===== src/rtl/mem_port_arbiter.sv =====
// mem_port_arbiter
//   Shares the single memory port between the instruction cache and the data
//   cache. One requester is granted per cycle and its command is forwarded
//   combinationally. Each accepted load tag is tagged with its owner, so the
//   returning completion tag is routed only to the cache that issued the load.
//
// Ports
//   clock, reset                  system clock, synchronous active-high reset
//   icache2mem_command/addr       icache request (loads only)
//   dcache2mem_command/addr/data  dcache request (loads and stores)
//   mem2proc_response             memory accept tag, 0 = rejected
//   mem2proc_data/tag             completion data and tag, tag 0 = none
//   proc2mem_command/addr/data    forwarded request of the granted cache
//   mem2{i,d}cache_response       accept tag for the granted cache, else 0
//   mem2{i,d}cache_response_valid high when that cache was granted this cycle
//   mem2{i,d}cache_tag            completion tag when owned by that cache
//   mem2{i,d}cache_data           completion data, passed through
//   outstanding_cnt               number of valid owner entries
//   stray_tag                     nonzero completion tag with no owner
module mem_port_arbiter #(
    parameter int XLEN         = 32,
    parameter int STARVE_LIMIT = 4,
    parameter int CNT_W        = 3
) (
    input  logic            clock,
    input  logic            reset,
    input  logic [1:0]      icache2mem_command,
    input  logic [XLEN-1:0] icache2mem_addr,
    input  logic [1:0]      dcache2mem_command,
    input  logic [XLEN-1:0] dcache2mem_addr,
    input  logic [63:0]     dcache2mem_data,
    input  logic [3:0]      mem2proc_response,
    input  logic [63:0]     mem2proc_data,
    input  logic [3:0]      mem2proc_tag,
    output logic [1:0]      proc2mem_command,
    output logic [XLEN-1:0] proc2mem_addr,
    output logic [63:0]     proc2mem_data,
    output logic [3:0]      mem2icache_response,
    output logic [3:0]      mem2dcache_response,
    output logic            mem2icache_response_valid,
    output logic            mem2dcache_response_valid,
    output logic [3:0]      mem2icache_tag,
    output logic [3:0]      mem2dcache_tag,
    output logic [63:0]     mem2icache_data,
    output logic [63:0]     mem2dcache_data,
    output logic [4:0]      outstanding_cnt,
    output logic            stray_tag
);

    localparam logic [1:0] BUS_NONE = 2'd0;
    localparam logic [1:0] BUS_LOAD = 2'd1;

    typedef enum logic [1:0] {GRANT_NONE, GRANT_I, GRANT_D} grant_e;

    grant_e           grant;
    logic [CNT_W-1:0] starve_cnt;
    logic             starved;
    logic             icache_req;
    logic             dcache_req;
    logic             accepted;
    logic             alloc;
    logic             completion_hit;

    // Bit 0 exists only so a raw 4-bit tag can index the table; it is never set.
    logic [15:0]      owner_valid;
    logic [15:0]      owner_is_d;
    logic [15:0]      owner_valid_next;
    logic [15:0]      owner_is_d_next;
    logic [4:0]       cnt_next;

    assign icache_req = (icache2mem_command != BUS_NONE);
    assign dcache_req = (dcache2mem_command != BUS_NONE);
    assign starved    = (starve_cnt == CNT_W'(STARVE_LIMIT));
    assign accepted   = (mem2proc_response != 4'd0);

    // Dcache wins by default; a starved icache takes the port.
    // NOTE: every signal written in always_comb gets a default first, so no latch is inferred.
    always_comb begin
        grant = GRANT_NONE;
        if (icache_req && (!dcache_req || starved)) begin
            grant = GRANT_I;
        end else if (dcache_req) begin
            grant = GRANT_D;
        end
    end

    always_comb begin
        proc2mem_command          = BUS_NONE;
        proc2mem_addr             = '0;
        proc2mem_data             = '0;
        mem2icache_response       = 4'd0;
        mem2dcache_response       = 4'd0;
        mem2icache_response_valid = 1'b0;
        mem2dcache_response_valid = 1'b0;
        case (grant)
            GRANT_I: begin
                proc2mem_command          = icache2mem_command;
                proc2mem_addr             = icache2mem_addr;
                mem2icache_response       = mem2proc_response;
                mem2icache_response_valid = 1'b1;
            end
            GRANT_D: begin
                proc2mem_command          = dcache2mem_command;
                proc2mem_addr             = dcache2mem_addr;
                proc2mem_data             = dcache2mem_data;
                mem2dcache_response       = mem2proc_response;
                mem2dcache_response_valid = 1'b1;
            end
            default: ;
        endcase
    end

    // Completion routing: only a tag with a live owner entry reaches a cache.
    assign completion_hit  = (mem2proc_tag != 4'd0) && owner_valid[mem2proc_tag];
    assign stray_tag       = (mem2proc_tag != 4'd0) && !owner_valid[mem2proc_tag];
    assign mem2icache_tag  = (completion_hit && !owner_is_d[mem2proc_tag]) ? mem2proc_tag : 4'd0;
    assign mem2dcache_tag  = (completion_hit &&  owner_is_d[mem2proc_tag]) ? mem2proc_tag : 4'd0;
    assign mem2icache_data = mem2proc_data;
    assign mem2dcache_data = mem2proc_data;

    assign alloc = (grant != GRANT_NONE) && (proc2mem_command == BUS_LOAD) && accepted;

    // Clear before allocate: a tag that completes and is reissued in the same
    // cycle ends up owned by the new requester.
    always_comb begin
        owner_valid_next = owner_valid;
        owner_is_d_next  = owner_is_d;
        if (completion_hit) begin
            owner_valid_next[mem2proc_tag] = 1'b0;
        end
        if (alloc) begin
            owner_valid_next[mem2proc_response] = 1'b1;
            owner_is_d_next[mem2proc_response]  = (grant == GRANT_D);
        end
    end

    always_comb begin
        cnt_next = 5'd0;
        for (int i = 1; i < 16; i++) begin
            cnt_next = cnt_next + 5'(owner_valid_next[i]);
        end
    end

    // NOTE: sequential state uses non-blocking assignments so every register samples pre-edge values.
    always_ff @(posedge clock) begin
        if (reset) begin
            owner_valid     <= '0;
            starve_cnt      <= '0;
            outstanding_cnt <= 5'd0;
        end else begin
            owner_valid     <= owner_valid_next;
            outstanding_cnt <= cnt_next;
            if (!icache_req || ((grant == GRANT_I) && accepted)) begin
                starve_cnt <= '0;
            end else if (!starved) begin
                starve_cnt <= starve_cnt + CNT_W'(1);
            end
        end
    end

    // NOTE: owner_is_d is only meaningful under a set valid bit, so this table needs no reset.
    always_ff @(posedge clock) begin
        owner_is_d <= owner_is_d_next;
    end

endmodule


===== config.mk =====
export PLATFORM = sky130hd
export DESIGN_NAME = mem_port_arbiter
export DESIGN_NICKNAME = d
export VERILOG_FILES = /design/src/rtl/mem_port_arbiter.sv
export SDC_FILE = /design/constraint.sdc
export NUM_CORES = 1
export LEC_CHECK = 0
export BUFFER_PORTS_ARGS = -buffer_cell sky130_fd_sc_hd__buf_4
export CORE_AREA = 2 2 179 181
export CTS_CLUSTER_DIAMETER = 40
export DETAILED_ROUTE_END_ITERATION = 8
export DIE_AREA = 0 0 181 183
export PLACE_DENSITY = 0.42
export SLEW_MARGIN = 10
export SYNTH_ARGS = -nofsm -noshare
export SYNTH_HDL_FRONTEND = slang
export SYNTH_SLANG_ARGS = --single-unit

===== constraint.sdc =====
create_clock -name clock -period 5.2 [get_ports clock]
set_input_delay 1.3 -clock clock [delete_from_list [all_inputs] [get_ports clock]]
set_output_delay 1.3 -clock clock [all_outputs]
set_load 0.02 [all_outputs]

# Word-level counts from Yosys, hierarchy flattened
# Index checks and enable logic that the tools add are counted.
# word_totals
inputBits	206
out_inout_bits	250
word_cells	74
register_bits	40
# classes
order_cmp	4
bitwise	3
eq_ne	4
n_addsub	15
mux	22
reduce_logical	22
# op_table
op	count
$mux W64	1
$pmux W32 S2	1
$add A5 B1 Y5	10
$mux W16	2
$and A16 B16 Y16	1
$bwmux W16	1
$mux W4	4
$not A16 Y16	1
$or A16 B16 Y16	1
$logic_and A1 B1 Y1	10
$lt A4 B5 Y1 const B	2
$bmux W1 S4	2
$demux W1 S4	2
$ge A4 B1 Y1 const B	2
$reduce_bool A4 Y1	2
$mux W1	6
$reduce_bool A2 Y1	3
$add A4 B1 Y5	1
$add A3 B1 Y4	1
$eq A2 B1 Y1 const B	2
$logic_not A1 Y1	4
$mux W2	2
$pmux W2 S2	1
$add A2 B1 Y3	1
6 further kinds	7

# Longest topological paths before layout
# logic_depth
word_depth	25
ltp_mapped	19
ltp_nobuf	18

# Worst setup path before layout
# Ideal clock, no wire load.
# synth_timing
path_kind	input-to-reg
start	input dcache2mem_command[1]
end	register outstanding_cnt[1]
required_ns	5.133
setup_slack_ns	-0.153
cell_stages	16
t_arrival_ns	5.286
setup_ns	0.067
n_path_buf	1
cell_sequence	a21bo_2 > a21oi_1 > o21ai_1 > buf_2 > a31oi_1 > fa_1 > inv_1 > fa_1 > inv_1 > fa_1 > inv_1 > fa_1 > fa_1 > inv_1 > fa_1 > nor2_1
# synth_between
elab_chain_len	25
# synth_lines
item	line_no	source
start, declared	29	input logic [1:0] dcache2mem_command,
$reduce_bool A2 Y1	72	assign dcache_req = (dcache2mem_command != BUS_NONE);
$logic_not A1 Y1	80	if (icache_req && (!dcache_req || starved)) begin
$logic_or A1 B1 Y1	80	
$logic_and A1 B1 Y1	80	
$mux W2	80	
$eq A2 B2 Y1 / $eq A2 B1 Y1 (equally long branches)	95	case (grant)
$pmux W2 S2	95	
$eq A2 B1 Y1	121	assign alloc = (grant != GRANT_NONE) && (proc2mem_command == BUS_LOAD) && accepted;
$logic_and A1 B1 Y1 (*) (2 in a row)	121	
$mux W16 (*)	131	if (alloc) begin
$add A1 B1 Y2	140	cnt_next = cnt_next + 5'(owner_valid_next[i]);
$add A2 B1 Y3	140	
$add A3 B1 Y4	140	
$add A4 B1 Y5	140	
$add A5 B1 Y5 (9 in a row)	140	
$add A5 B1 Y5 (*)	140	
end signal, assigned	152	outstanding_cnt <= cnt_next;
end, declared	46	output logic [4:0] outstanding_cnt,
# Mark *: on every way between the ends. The rest lies on a longest branch, timed or not.
# A chain may end at the register's enable or synchronous reset.

# Worst setup path after layout
# Ends and elaborated chain as after synthesis.

==> flow_summary_export.csv <==
group,metric,value,unit
layout,drive_gt1_share,51.5,%
critical_path,reg2reg_from,"starve_cnt[0]$_SDFFE_PP0N_",
yosys,synth-edff-count,16,
yosys,async_flop_share,0,%
die,core,31200,um2
timing,fmax,199,MHz
yosys,synth_cell_types,42,
grt,antenna_found_initial,9,
yosys,yosys_warnings,0,
layout,area_growth,47.2,%
placement,dp_hpwl,18100,um
grt,grt_max_degree,39,
clock_network,htree_num_levels,2,
die,die_h,183,um
die,rows,65,
yosys,synth_ff_type,"dfxtp_1",
die,ioPinCount,456,
critical_path,endpoint_kind,"register",
placement,portBuffers,262,
pwr,p_total,1.22,mW
timing,hold_violations,0,
yosys,synthCells,493,
min_path,hold_end,"owner_valid[0]$_SDFF_PP0_",
critical_path,critPathArrivalTime,5.24,ns
routing,avgViaCountPerCell,3.56,
clock_network,max-clock-path-buffers,2,
grt,overflow,0,
clock_network,clock_latency,0.28,ns
critical_path,cp-start-kind,"input port",
clock_network,clock-sinks,39,
clock_network,cts_buffers,5,
critical_path,ff2ff_setup_slack,0.60,ns
die,dieArea,33100,um2
placement,gp_congestion,0.837,
routing,drt-initial-drc-count,144,
clock_network,clk_pin_slew,0.06,ns
routing,vias,3752,
timing,setup_viol,0,
critical_path,worst-path-max-fanout,7,
timing,min_period,5.02,ns
layout,nNetsFinal,867,
critical_path,required,5.42,ns
placement,place_inst,1041,
timing,fin_crit_sh,96.6,%
clock_network,root_buffer,"clkbuf_16",
yosys,syn_avg_cell_area,8.25,um2
timing,rsz0062_at_grt,"no",
yosys,syn-cell-area,4070,um2
yosys,synth_seq_area_share,23.1,%
routing,drcViolationCount,0,
pwr,powerDensity,204,nW/um2
die,start_util,13.0,%
critical_path,path_class,"in2reg",
routing,ant_nets,0,
min_path,worstHoldStart,"owner_valid[0]$_SDFF_PP0_",
min_path,hold_path_class,"reg2reg",
grt,grt_first_pass_wirelength,28500,um
critical_path,critPathLaunch,"dcache2mem_command[1]",
routing,drt_first_pass_iters,4,
job,maxCapViolCount,0,
status,outcome,"finished clean",
timing,slew_viol_final,0,
critical_path,r2r_cells,18,
routing,routed_wl,20300,um
grt,grt_use_total,12.0,%
clock_network,cts_hold_buffers,0,
critical_path,rr_endpoint,"outstanding_cnt[1]$_SDFF_PP0_",
timing,clock_skew,0.00517,ns
layout,final_cells,1053,
min_path,hold_path_depth,1,
routing,routedWlPerCell,19.3,um
pwr,ir_drop,0.110,mV
grt,grt_pass1_vias,4007,
clock_network,cts_tree,"built",
die,chipWidth,181,um
yosys,ys_ff_latch,39,
pwr,total_leakage_power,2.85,nW
## kinds of logic after synthesis
| group | share of synthesized area (%) |
|---|---|
| buf+inv | 28.9 |
| simple gates | 23.0 |
| compound gates | 13.5 |
| flops | 23.1 |
| fa+ha+maj | 6.16 |
| mux | 4.80 |
| xor+xnor | 0.431 |
| other cells | 0.0922 |
## metal layers
layer,vias up,wire (um),GRT usage [%]
met4,4,311,2.67
met1,1700,9480,16.6
met3,37,2650,6.02
li1,1809,-,-
met2,202,7870,16.4
met5,-,18,0
## worst max-delay path: stages
cell and delay [ns]:
buf_4 0.13, a21bo_2 0.20, a21oi_2 0.06, o21ai_2 0.19
buf_6 0.15, a31oi_1 0.11, fa_1 0.49, inv_1 0.05
fa_1 0.53, inv_1 0.06, fa_1 0.53, inv_1 0.05
fa_1 0.45, fa_2 0.35, inv_1 0.07, fa_1 0.40
nor2_1 0.11
## placed cells by master (no fill, tap or decap), types with 9 or more instances in the layout
cell type,synthesis,routed
a21oi_1,16,14
a22o_1,32,32
and2_1,78,78
buf_4,129,302
dfxtp_1,23,23
edfxtp_1,16,16
fa_1,10,9
inv_1,22,22
nand2_1,22,20
nand3_1,11,10
nor2_1,32,31
nor2b_1,11,10
o21ai_0,13,12
## cell usage after synthesis (2+ instances only)
| library cell | n | share of area, % |
|---|---|---|
| a21oi_1 | 16 | 2.0 |
| a22o_1 | 32 | 6.9 |
| a32oi_1 | 2 | 0.43 |
| and2_1 | 78 | 12 |
| buf_1 | 2 | 0.18 |
| buf_2 | 9 | 1.1 |
| buf_4 | 129 | 24 |
| clkbuf_1 | 16 | 1.5 |
| dfxtp_1 | 23 | 11 |
| edfxtp_1 | 16 | 12 |
| fa_1 | 10 | 4.9 |
| ha_1 | 4 | 1.2 |
| inv_1 | 22 | 2.0 |
| mux4_2 | 7 | 3.9 |
| nand2_1 | 22 | 2.0 |
| nand2b_1 | 8 | 1.2 |
| nand3_1 | 11 | 1.4 |
| nand4_1 | 5 | 0.77 |
| nor2_1 | 32 | 3.0 |
| nor2b_1 | 11 | 1.7 |
| o21a_1 | 3 | 0.55 |
| o21ai_0 | 13 | 1.6 |
| or2_2 | 3 | 0.46 |
## power breakdown
group | switching, mW | internal, mW
sequential | 0.00425 | 0.329
clock | 0.126 | 0.239
combinational | 0.277 | 0.245
## sequential cells by signal, indices dropped and copies added (netlist names)
name,flops
outstanding_cnt,4
owner_is_d,16
owner_valid,16
starve_cnt,3
## stage by stage
stage / utilization, % / instance area (um2) / hold slack [ns] / setup WS (ns) / setup TNS [ns]
after CTS: 19.1 / 5960 / 0.470 / 0.0699 / 0
after global routing: 19.1 / 5980 / 0.507 / 0.00461 / 0
final: 19.2 / 5980 / 0.469 / 0.176 / 0
after global placement: 18.5 / 5780 / 0.452 / -0.184 / -0.339
after floorplan: - / 4090 / 0.433 / 0.0178 / 0
after detailed placement: 18.5 / 5780 / 0.461 / -0.208 / -0.425
## worst max-delay path by stage
stage	depth (start not counted)	to
floorplan	16	outstanding_cnt[1]$_SDFF_PP0_
finish	17	outstanding_cnt[1]$_SDFF_PP0_
detailed placement	17	outstanding_cnt[1]$_SDFF_PP0_
global placement	17	outstanding_cnt[1]$_SDFF_PP0_
global route	17	outstanding_cnt[1]$_SDFF_PP0_
CTS	17	outstanding_cnt[1]$_SDFF_PP0_
## repair_timing
| action | 4_1_cts | 5_1_grt |
|---|---|---|
| resized for setup | 0 | 4 |
| setup buffers | 0 | 1 |
| setup endpoints to repair | 0 | 2 |
## layout make-up
type	count	area [um2]
multi-input cells	276	2000
diodes	3	7.51
clock buffers	6	139
fillers	3547	25200
clock inverters	2	35.0
well taps	402	503
repair buffers	303	2280
flip-flops and latches	39	941
inverters	22	82.6
Power figures use the tool's default switching activity.
